File: src/rtl/bin_to_bcd_formatter.sv
// Binary to 8-digit BCD formatter for a seven-segment display driver.
// Decimal mode runs a serial double-dabble; hex mode passes the operand through.
module bin_to_bcd_formatter #(
    parameter int BIN_WIDTH = 27
) (
    input  logic                 clk_in,
    input  logic                 rst_in,
    input  logic                 valid_in,
    output logic                 ready_out,
    input  logic [BIN_WIDTH-1:0] bin_in,
    input  logic                 hex_mode_in,
    output logic [31:0]          val_out,
    output logic                 valid_out,
    output logic                 overflow_out
);

    localparam int CW = (BIN_WIDTH > 1) ? $clog2(BIN_WIDTH) : 1;
    localparam logic [CW-1:0] LAST = CW'(BIN_WIDTH - 1);
    localparam logic [31:0] DEC_LIMIT = 32'd100_000_000;

    typedef enum logic [1:0] {
        IDLE   = 2'd0,
        SHIFT  = 2'd1,
        FINISH = 2'd2
    } state_t;

    state_t               state_q, state_d;
    logic [CW-1:0]        cnt_q, cnt_d;
    logic [BIN_WIDTH-1:0] sh_q, sh_d;
    logic [31:0]          acc_q, acc_d;
    logic                 ovf_q, ovf_d;
    logic [31:0]          val_q, val_d;
    logic                 vout_q, vout_d;
    logic                 oflow_q, oflow_d;

    logic [31:0]          bin_ext;
    logic [31:0]          adj;

    assign bin_ext = {{(32 - BIN_WIDTH){1'b0}}, bin_in};

    // Digits >= 5 get +3 so the following shift carries correctly into the next digit.
    always_comb begin
        adj = acc_q;
        for (int i = 0; i < 8; i++) begin
            if (acc_q[4*i +: 4] >= 4'd5) begin
                adj[4*i +: 4] = acc_q[4*i +: 4] + 4'd3;
            end
        end
    end

    always_comb begin
        state_d = state_q;
        cnt_d   = cnt_q;
        sh_d    = sh_q;
        acc_d   = acc_q;
        ovf_d   = ovf_q;
        val_d   = val_q;
        vout_d  = 1'b0;
        oflow_d = oflow_q;
        unique case (state_q)
            IDLE: begin
                if (valid_in) begin
                    if (hex_mode_in) begin
                        acc_d   = bin_ext;
                        ovf_d   = 1'b0;
                        state_d = FINISH;
                    end else begin
                        sh_d    = bin_in;
                        acc_d   = '0;
                        cnt_d   = '0;
                        ovf_d   = (bin_ext >= DEC_LIMIT);
                        state_d = SHIFT;
                    end
                end
            end
            SHIFT: begin
                acc_d = {adj[30:0], sh_q[BIN_WIDTH-1]};
                sh_d  = sh_q << 1;
                if (cnt_q == LAST) begin
                    state_d = FINISH;
                end else begin
                    cnt_d = cnt_q + 1'b1;
                end
            end
            FINISH: begin
                vout_d  = 1'b1;
                val_d   = ovf_q ? 32'hFFFF_FFFF : acc_q;
                oflow_d = ovf_q;
                state_d = IDLE;
            end
            default: begin
                state_d = IDLE;
            end
        endcase
    end

    always_ff @(posedge clk_in) begin
        if (!rst_in) begin
            state_q <= IDLE;
            cnt_q   <= '0;
            sh_q    <= '0;
            acc_q   <= '0;
            ovf_q   <= 1'b0;
            val_q   <= '0;
            vout_q  <= 1'b0;
            oflow_q <= 1'b0;
        end else begin
            state_q <= state_d;
            cnt_q   <= cnt_d;
            sh_q    <= sh_d;
            acc_q   <= acc_d;
            ovf_q   <= ovf_d;
            val_q   <= val_d;
            vout_q  <= vout_d;
            oflow_q <= oflow_d;
        end
    end

    assign ready_out    = (state_q == IDLE);
    assign val_out      = val_q;
    assign valid_out    = vout_q;
    assign overflow_out = oflow_q;

endmodule

File: config.mk
export PLATFORM = sky130hd
export DESIGN_NAME = bin_to_bcd_formatter
export DESIGN_NICKNAME = d
export VERILOG_FILES = /design/src/rtl/bin_to_bcd_formatter.sv
export SDC_FILE = /design/constraint.sdc
export NUM_CORES = 1
export LEC_CHECK = 0
export CAP_MARGIN = 20
export CORE_MARGIN = 2
export CORE_UTILIZATION = 35
export CTS_CLUSTER_DIAMETER = 50
export DETAILED_ROUTE_END_ITERATION = 12
export DONT_BUFFER_PORTS = 1
export GPL_TIMING_DRIVEN = 0
export MAX_ROUTING_LAYER = met4
export RECOVER_POWER = 50
export SETUP_SLACK_MARGIN = 0.4
export SYNTH_ARGS = -nofsm -noshare
export SYNTH_HDL_FRONTEND = slang
export SYNTH_SLANG_ARGS = --single-unit
export TNS_END_PERCENT = 30
File: constraint.sdc
create_clock -name clk_in -period 3.15 [get_ports clk_in]
set_input_delay 0.63 -clock clk_in [delete_from_list [all_inputs] [get_ports clk_in]]
set_output_delay 0.63 -clock clk_in [all_outputs]
set_load 0.01 [all_outputs]
==> run summary, run 1 <==
Gate Count Post-Synth: 628
Tmin final: 2.116 ns
Syn. warnings: 0
slowest stage delay, CP: 0.45 ns
drt first pass iters: 5
post-CTS setup buffer count: 0
Synth Flop Type: dfxtp_1
kind of critical path: register to register
die span in y: 124.5 um
DR iter-0 viols: 370
Worst-path clk slew: 0.07 ns
Power, Total: 3.110 mW
gpl congestion: 0.8834
Hold Path Depth: 2
Final Hold Violating Endpoints: 0
FP Rows: 44
Vias/cell: 5.444
GR Overflow Total: 0
Seq/Total Area, Yosys: 0.3976
Slew HR: 0.5116
H-tree depth: 3
number of synthesized flops with an enable pin: 0
Final Setup Violations: 0
Critical Path Fanout Max: 10
power per cell area: 556.2 nW/um^2
synthesis-stage register bit count: 101
family with the most delay on the worst path: buffers and inverters
Final Cycle Share: 0.6717
RSZ-0062 raised after global routing: false
Finished Layout Cells: 828
final WL: 14,130 um
largest net degree at the start of global routing: 16
Die ar.: 15,510 sq um
drt drc: 0
Antenna Nets Post-Route: 0
Max-Cap Viols: 0
fillcell total: 1,462
Synth Area per Inst: 8.097 sq um
Slew Viols, Final: 0
placeable core region: 14,370 sq um
most frequent cells in the layout: dfxtp_1, nor2_1, nand2_1
syn_nets: 677
Slowest cell on crit path: dfxtp_1
Cell Area, Synth: 5085 sq um
I/O pin count: 66
starting density of the core: 0.3539
quantity of I/O buffers inserted on ports: 0
cells along the critical path: inv_1 > a21oi_1 > clkbuf_1 > clkbuf_1 > nor2_1 > a311oi_2
per-cell routed wire length: 17.06 um
Clock Latency Late Sink: 0.35 ns
cell mode on critical path: clkbuf_1
layout cells sized above 1: 0.09161
achievable clock frequency: 472.7 MHz
die outline width: 124.5 um
commonest non-fill, non-tap cell in the layout: dfxtp_1
vias in the first global route: 4,451
hpwl dp: 10,840 um
CP Launch Type: register
GRT Util Overall: 0.1934
Gates resized, CTS repair: 0
first-pass GRT wire length: 23,580 um
clock skew: 0.008006 ns
total CTS buffers: 9
Least-Margin Pin Slew: 0.7325 ns
CP Buf/Inv Count: 3
CP Capture Type: register
Netlist cell types: 51
Layout Nets: 688
WP data required: 3.41 ns
DR vias: 4,508
Hold Crit Class: primary input to register
Final TNS setup: 0 ns
Max VDD drop: 0.0002517 V
Worst EP arrival: 2.38 ns
Synth async-reset ratio: 0
static leakage: 2.078 nW
Inst Count DP: 812
CTS tree: built
outcome: completed
Levels on crit path: 6
hold_buf cts: 0
clk sinks: 101
Reg2Reg Depth: 6
maximum root-to-sink buffer count: 2
Diodes inserted: 0
Syn-to-layout area delta: 9.965%
CTS root buf: clkbuf_16
initial antenna violation count: 0
## registers in the layout, indices dropped and copies added (netlist names)
name,cells
acc_q,32
val_out,32
sh_q,27
cnt_q,5
state_q,2
overflow_out,1
ovf_q,1
valid_out,1
## worst paths after layout
path,start,slack [ns],end
worst max-delay path,state_q[0]$_SDFFE_PN0P_,1.03,sh_q[22]$_SDFFE_PN0P_
worst min-delay path,bin_in[10],0.43,acc_q[10]$_SDFFE_PN0P_
worst max register to register,state_q[0]$_SDFFE_PN0P_,1.03,sh_q[22]$_SDFFE_PN0P_
worst min register to register,sh_q[0]$_SDFFE_PN0P_,0.46,sh_q[0]$_SDFFE_PN0P_
## kinds of logic after synthesis
family          Yosys count  share of synthesized area
flops                   101                     0.3976
compound gates          135                     0.2025
mux                      15                    0.02977
xor+xnor                 10                    0.01723
fa+ha+maj                18                    0.04429
buf+inv                  69                    0.06446
simple gates            280                     0.2441
## Yosys cell counts (2+ instances only)
cell       count  area [sq um]
a211oi_1       4         30.03
a21o_1         2         15.01
a21oi_1       25         125.1
a2bb2oi_1      6         52.55
a311oi_1       6         52.55
a311oi_2      21         315.3
a31oi_1       20         125.1
a32oi_1        2         17.52
and2_1         2         12.51
and3_1         2         12.51
buf_2         25         125.1
buf_4          6         45.04
buf_6          2         22.52
clkbuf_1      15         56.30
dfxtp_1      101          2022
ha_1          18         225.2
inv_1         18         67.56
mux2i_1       14         140.1
nand2_1       81         304.0
nand2b_1      10         62.56
nand3_1        4         20.02
nand4_1        2         12.51
nor2_1        97         364.1
nor3_1        65         325.3
nor3b_1        6         45.04
o21ai_0       34         170.2
o31ai_1        3         22.52
or3_1          6         37.54
xnor2_1        3         26.28
xor2_1         7         61.31
## metrics by stage
step | area, sq um | util | hold slack, ns | setup slack, ns
detailed placement | 5315 | 0.3699 | 0.4578 | 1.162
global route | 5592 | 0.3892 | 0.4212 | 0.7627
floorplan | 5085 | - | 0.4321 | 1.613
global placement | 5315 | 0.3699 | 0.4465 | 1.185
CTS | 5624 | 0.3914 | 0.4173 | 1.361
finish | 5592 | 0.3892 | 0.4273 | 1.034
## layout make-up
type / instances / area (sq um) / area share
clock inverter: 4 / 72.57 / 0.01298
buffer: 49 / 224.0 / 0.04005
tap: 184 / 230.2 / 0.04117
inverter: 20 / 75.07 / 0.01343
sequential: 101 / 2022 / 0.3616
clock buffer: 12 / 236.5 / 0.04229
multi-input combinational: 458 / 2731 / 0.4885
## worst register-to-register path, cell delays in order, from the launching register on
cell and delay [ns]:
dfxtp_1 0.45, inv_1 0.19, a21oi_1 0.19, clkbuf_1 0.39, clkbuf_1 0.43, nor2_1 0.10
a311oi_2 0.27
## power breakdown
part	internal (mW)	leakage (nW)	switching, mW
sequential	1.37	0.829	0.0907
clock	0.696	0.147	0.479
combinational	0.182	1.10	0.292
## per-layer routing
metal  track usage  up-vias  wire [um]
li1              -     2225          -
met1        0.2425     2130       6290
met2        0.2925      127       6318
met3       0.06959       26       1153
met4       0.05948        0        367
met5             -        -          0
Note: power is estimated with default switching activity, not from simulation.
==> inputs of run 2 (changes only) <==
Clock period 3.15 ns to 1.89 ns, I/O delays scaled along.
==> run 2 against run 1 <==
Combinational power grew 83%. Count of clock-buffer cells in the layout did not move. Critical path depth did not move. Design area grew 4.3%. Wire length rose by 2.7%. Sequential share of layout area shrank 0.96 points. Maximum frequency grew 36%. Register-to-register slack worse by 0.70 ns. Core utilization up 1.7 points. Non-clock buffer count increased by 5. Sequential power up 68%. Critical path type unchanged. Critical endpoint is now val_out[26]$_SDFFE_PN0P_.
==> run summary, run 2 (synthesis gave the netlist of run 1 again) <==
outcome: completed
vias in the first global route: 4,468
Diodes inserted: 0
part of the power in combinational logic: 0.165
Clock Latency Late Sink: 0.35 ns
hpwl dp: 10,840 um
GR Overflow Total: 0
Final Hold Violating Endpoints: 0
GRT Util Overall: 0.1941
cells along the critical path: buf_6 > nor2b_1 > clkbuf_1 > clkbuf_4 > nor2_1 > nor3_1
Design Area, Final: 5833 sq um
Slowest cell on crit path: dfxtp_1
drt first pass iters: 5
static leakage: 2.186 nW
CP Launch Type: register
NetSw: 1.474 mW
Final Setup Violations: 0
Reg-to-Reg Start: state_q[1]$_SDFFE_PN0P_
DR iter-0 viols: 344
initial antenna violation count: 0
Tmin final: 1.554 ns
Reg2Reg Depth: 6
sequential fraction of design power: 0.464
quantity of I/O buffers inserted on ports: 0
largest net degree at the start of global routing: 16
layout cells sized above 1: 0.1757
FP Rows: 44
placeable core region: 14,370 sq um
maximum root-to-sink buffer count: 2
Antenna Nets Post-Route: 0
Vias/cell: 5.492
Reg-to-Reg End: val_out[26]$_SDFFE_PN0P_
Final Cycle Share: 0.8224
Die ar.: 15,510 sq um
final WL: 14,510 um
commonest non-fill, non-tap cell in the layout: nor2_1
die span in y: 124.5 um
drt drc: 0
Critical Path Fanout Max: 10
DR vias: 4,575
Hold Path Depth: 2
Max VDD drop: 0.0004210 V
power per cell area: 904.5 nW/um^2
Worst-path clk slew: 0.07 ns
Max-Cap Viols: 0
most frequent cells in the layout: nor2_1, dfxtp_1, nand2_1
starting density of the core: 0.3539
PnR worst setup slack: 0.3356 ns
first-pass GRT wire length: 23,650 um
Hold Crit Class: primary input to register
H-tree depth: 3
total CTS buffers: 9
achievable clock frequency: 643.3 MHz
Worst Hold End: acc_q[13]$_SDFFE_PN0P_
Worst EP arrival: 1.83 ns
Final TNS setup: 0 ns
worst hold start: bin_in[13]
die outline width: 124.5 um
CP Capture Type: register
placed cell area: 5315 sq um
clock skew: 0.008466 ns
dpl ws: 0.1539 ns
part of the power in the clock network: 0.372
Syn-to-layout area delta: 14.71%
Int Power: 3.802 mW
CTS tree: built
gpl congestion: 0.8834
CTS root buf: clkbuf_16
slowest stage delay, CP: 0.35 ns
per-cell routed wire length: 17.42 um
Layout Nets: 693
clk sinks: 101
I/O pin count: 66
FF-to-FF setup slack: 0.34 ns
WP data required: 2.16 ns
Least-Margin Pin Slew: 0.7223 ns
kind of critical path: register to register
sw frac: 0.2794
Slew HR: 0.5185
Slew Viols, Final: 0
RSZ-0062 raised after global routing: true
==> run 2: cell count changes in the layout (fill, tap and decap cells not counted), moves of 5 or more <==
cell / previous run / this run
clkbuf_2: 0 / 5
clkbuf_1: 29 / 15
buf_6: 0 / 5
dfxtp_1: 101 / 86
buf_2: 17 / 7
clkbuf_4: 0 / 9
buf_4: 5 / 15
a21oi_1: 26 / 17
a21oi_2: 0 / 7
dfxtp_4: 0 / 5
dfxtp_2: 0 / 10
==> run 2: how the worst max path moves through the flow <==
stage,start,endpoint
final,state_q[1]$_SDFFE_PN0P_,val_out[26]$_SDFFE_PN0P_
after global routing,state_q[1]$_SDFFE_PN0P_,val_out[25]$_SDFFE_PN0P_
after CTS,acc_q[0]$_SDFFE_PN0P_,acc_q[4]$_SDFFE_PN0P_
after detailed placement,rst_in,val_out[26]$_SDFFE_PN0P_
after global placement,rst_in,val_out[27]$_SDFFE_PN0P_
after floorplan,acc_q[29]$_SDFFE_PN0P_,acc_q[30]$_SDFFE_PN0P_
==> run 2: layout make-up <==
class | instances | area (sq um)
inverters | 20 | 75.07
plain buffers | 49 | 307.8
repair buffers | 5 | 37.54
multi-input cells | 458 | 2820
fillers | 1443 | 8536
well taps | 184 | 230.2
clock buffers | 12 | 236.5
clock inverters | 4 | 72.57
flip-flops and latches | 101 | 2053
==> run 2: per-layer routing <==
metal | up-vias | wire [um] | GRT usage
li1 | 2225 | - | -
met1 | 2184 | 6344 | 0.2430
met2 | 138 | 6649 | 0.2941
met3 | 28 | 1157 | 0.06959
met4 | 0 | 358 | 0.05948
met5 | - | 0 | -
==> run 2: through the flow <==
step | power, mW | hold slack, ns | util | std cells
after floorplan | 3.078 | 0.4321 | - | 628
after global placement | 3.257 | 0.4465 | 0.3699 | 812
after detailed placement | 3.286 | 0.4578 | 0.3699 | 812
after CTS | 5.262 | 0.1653 | 0.3931 | 828
after global routing | 5.535 | 0.1692 | 0.4060 | 833
final | 5.276 | 0.1689 | 0.4060 | 833
==> run 2: critical path, delay by kind of cell (launching register included) <==
family,cells,cell delay (ns)
buf+inv,3,0.71
simple gates,3,0.41
flops,1,0.35
==> run 2: timing repair <==
item                                    4_1_cts  5_1_grt
endpoints found under the setup margin       60       92
resized for setup                             8       69
pin swaps                                     0        6
buffers inserted                              0        5
hold buffers                                  0        0
==> run 2: power by group through the flow <==
stage	Clock [mW]	Combinational (mW)	Sequential, mW
global placement	0	0.781	2.48
floorplan	0	0.638	2.44
finish	1.96	0.868	2.45
CTS	2.01	0.815	2.44
detailed placement	0	0.804	2.48
global route	2.10	0.965	2.47
==> inputs of run 3 (changes only) <==
Clock period 1.89 ns to 1.6 ns, I/O delays scaled along.
==> run 3 against run 2 <==
Clock power up 11%. Maximum frequency up 7.8%. Clock skew down 0.0017 ns. Design area up 13%. Die area unchanged. Setup slack worse by 0.18 ns. Flip-flop and latch count unchanged. Sequential share of layout area down 3.7 points. Hold slack worse by 0.062 ns.
==> run summary, run 3 (synthesis gave the netlist of run 1 again) <==
Final TNS setup: 0 ns
Hold Path Depth: 2
Reg-to-Reg Start: acc_q[9]$_SDFFE_PN0P_
CTS root buf: clkbuf_16
FF-to-FF setup slack: 0.16 ns
Worst-path clk slew: 0.07 ns
Least-Margin Pin Slew: 0.7252 ns
layout cells sized above 1: 0.2924
Power, Total: 6.410 mW
Max VDD drop: 0.0005461 V
Diodes inserted: 0
outcome: completed
Slew Viols, Final: 0
RSZ-0062 raised after global routing: true
met1 Usage GRT: 0.2443
CP Capture Type: register
power per cell area: 976.3 nW/um^2
drt first pass iters: 5
cells along the critical path: inv_4 > ha_2 > nand2b_4 > a21oi_1 > mux2i_1 > a31oi_1
slowest stage delay, CP: 0.38 ns
most frequent cells in the layout: nor2_1, nand2_1, dfxtp_1
WP data required: 1.85 ns
die outline width: 124.5 um
commonest non-fill, non-tap cell in the layout: nor2_1
grt met2 use: 0.3211
Syn-to-layout area delta: 29.11%
FP Rows: 44
Max-Cap Viols: 0
Final Setup Violations: 0
total CTS buffers: 9
Setup crit start: acc_q[9]$_SDFFE_PN0P_
kind of critical path: register to register
placed cell area: 5575 sq um
Worst EP arrival: 1.69 ns
quantity of I/O buffers inserted on ports: 0
per-cell routed wire length: 18.34 um
DR iter-0 viols: 333
achievable clock frequency: 693.3 MHz
Reg2Reg Depth: 6
CP Buf/Inv Count: 1
family with the most delay on the worst path: flip-flops
area occupied by multi-input gates: 3184 sq um
vias in the first global route: 4,582
clk sinks: 101
CTS tree: built
hold_buf cts: 0
GRT Util Overall: 0.2035
DR vias: 4,780
Final Hold Violating Endpoints: 0
die span in y: 124.5 um
largest net degree at the start of global routing: 15
H-tree depth: 3
static leakage: 2.429 nW
hpwl dp: 11,180 um
Die ar.: 15,510 sq um
first-pass GRT wire length: 24,390 um
utilization after layout: 0.4569
I/O pin count: 66
Reg-to-Reg End: acc_q[9]$_SDFFE_PN0P_
WHS: 0.1072 ns
Hold Crit Class: primary input to register
Worst Hold End: acc_q[16]$_SDFFE_PN0P_
placeable core region: 14,370 sq um
final WL: 15,600 um
drt drc: 0
Layout Nets: 713
CP Launch Type: register
GR Overflow Total: 0
Design Area, Final: 6565 sq um
Final Cycle Share: 0.9015
Critical Path Fanout Max: 4
storage element area: 2069 sq um
worst hold start: bin_in[16]
clock skew: 0.006753 ns
initial antenna violation count: 0
fillcell total: 1,344
Slowest cell on crit path: dfxtp_4
maximum root-to-sink buffer count: 2
gr busiest metal: met2
Vias/cell: 5.617
Antenna Nets Post-Route: 0
Slew HR: 0.5166
met3 usage: 0.07345
Tmin final: 1.442 ns
starting density of the core: 0.3539
Clock Latency Late Sink: 0.36 ns
gpl congestion: 0.8769
==> run 3: cell types whose count changed in the layout (fill, tap and decap cells not counted), moves of 7 or more <==
cell | previous run | this run
buf_6 | 5 | 13
nand2b_1 | 9 | 1
nand2b_4 | 2 | 10
dfxtp_1 | 86 | 77
ha_4 | 0 | 8
inv_1 | 16 | 5
nor3_1 | 64 | 55
ha_1 | 16 | 3
buf_8 | 0 | 11
nor2_1 | 96 | 88
dfxtp_2 | 10 | 17
inv_2 | 3 | 10
==> run 3: power by group <==
part | switching [mW] | internal, mW
Clock | 0.943 | 1.24
Combinational | 0.706 | 0.606
Sequential | 0.213 | 2.71
==> run 3: cell type report <==
type | count | area share
timing repair buffer | 25 | 0.03983
buffer | 49 | 0.06747
clock inverter | 2 | 0.005336
tap | 184 | 0.03507
sequential | 101 | 0.3152
multi-input combinational | 458 | 0.4850
clock buffer | 12 | 0.03755
inverter | 20 | 0.01448
==> run 3: worst max path at each step <==
stage                                to  slack, ns  cells past startpoint
2_1_floorplan    acc_q[30]$_SDFFE_PN0P_       0.32                      6
3_3_place_gp   val_out[28]$_SDFFE_PN0P_      -0.08                      4
3_5_place_dp   val_out[27]$_SDFFE_PN0P_      -0.11                      4
4_1_cts          acc_q[30]$_SDFFE_PN0P_       0.24                      6
5_1_grt           acc_q[2]$_SDFFE_PN0P_       0.08                      6
6_report          acc_q[9]$_SDFFE_PN0P_       0.16                      6
==> run 3: layer usage <==
metal,part of all wire,vias to the layer above
met5,0,-
met4,0.019,0
met3,0.070,23
met2,0.47,133
met1,0.44,2341
li1,-,2283
==> run 3: worst reg2reg max path, delay by kind of cell (launching register included) <==
kind / cells / cell delay [ns]
flip-flops: 1 / 0.38
AO/OA/AOI/OAI: 2 / 0.37
multiplexers: 1 / 0.24
adder cells (fa/ha/maj): 1 / 0.16
AND/OR/NAND/NOR: 1 / 0.13
buffers and inverters: 1 / 0.05
==> run 3: through the flow <==
stage,worst slack (ns),instances
4_1_cts,0.2406,843
2_1_floorplan,0.3178,628
3_3_place_gp,-0.08390,812
5_1_grt,0.07685,851
3_5_place_dp,-0.1124,812
6_report,0.1576,851
==> run 3: repair_timing <==
action                                  in CTS  in global routing
gates resized for setup                    103                 43
setup buffers                               12                  6
pin swaps                                   17                 30
cloned                                       5                  2
endpoints found under the setup margin     102                102
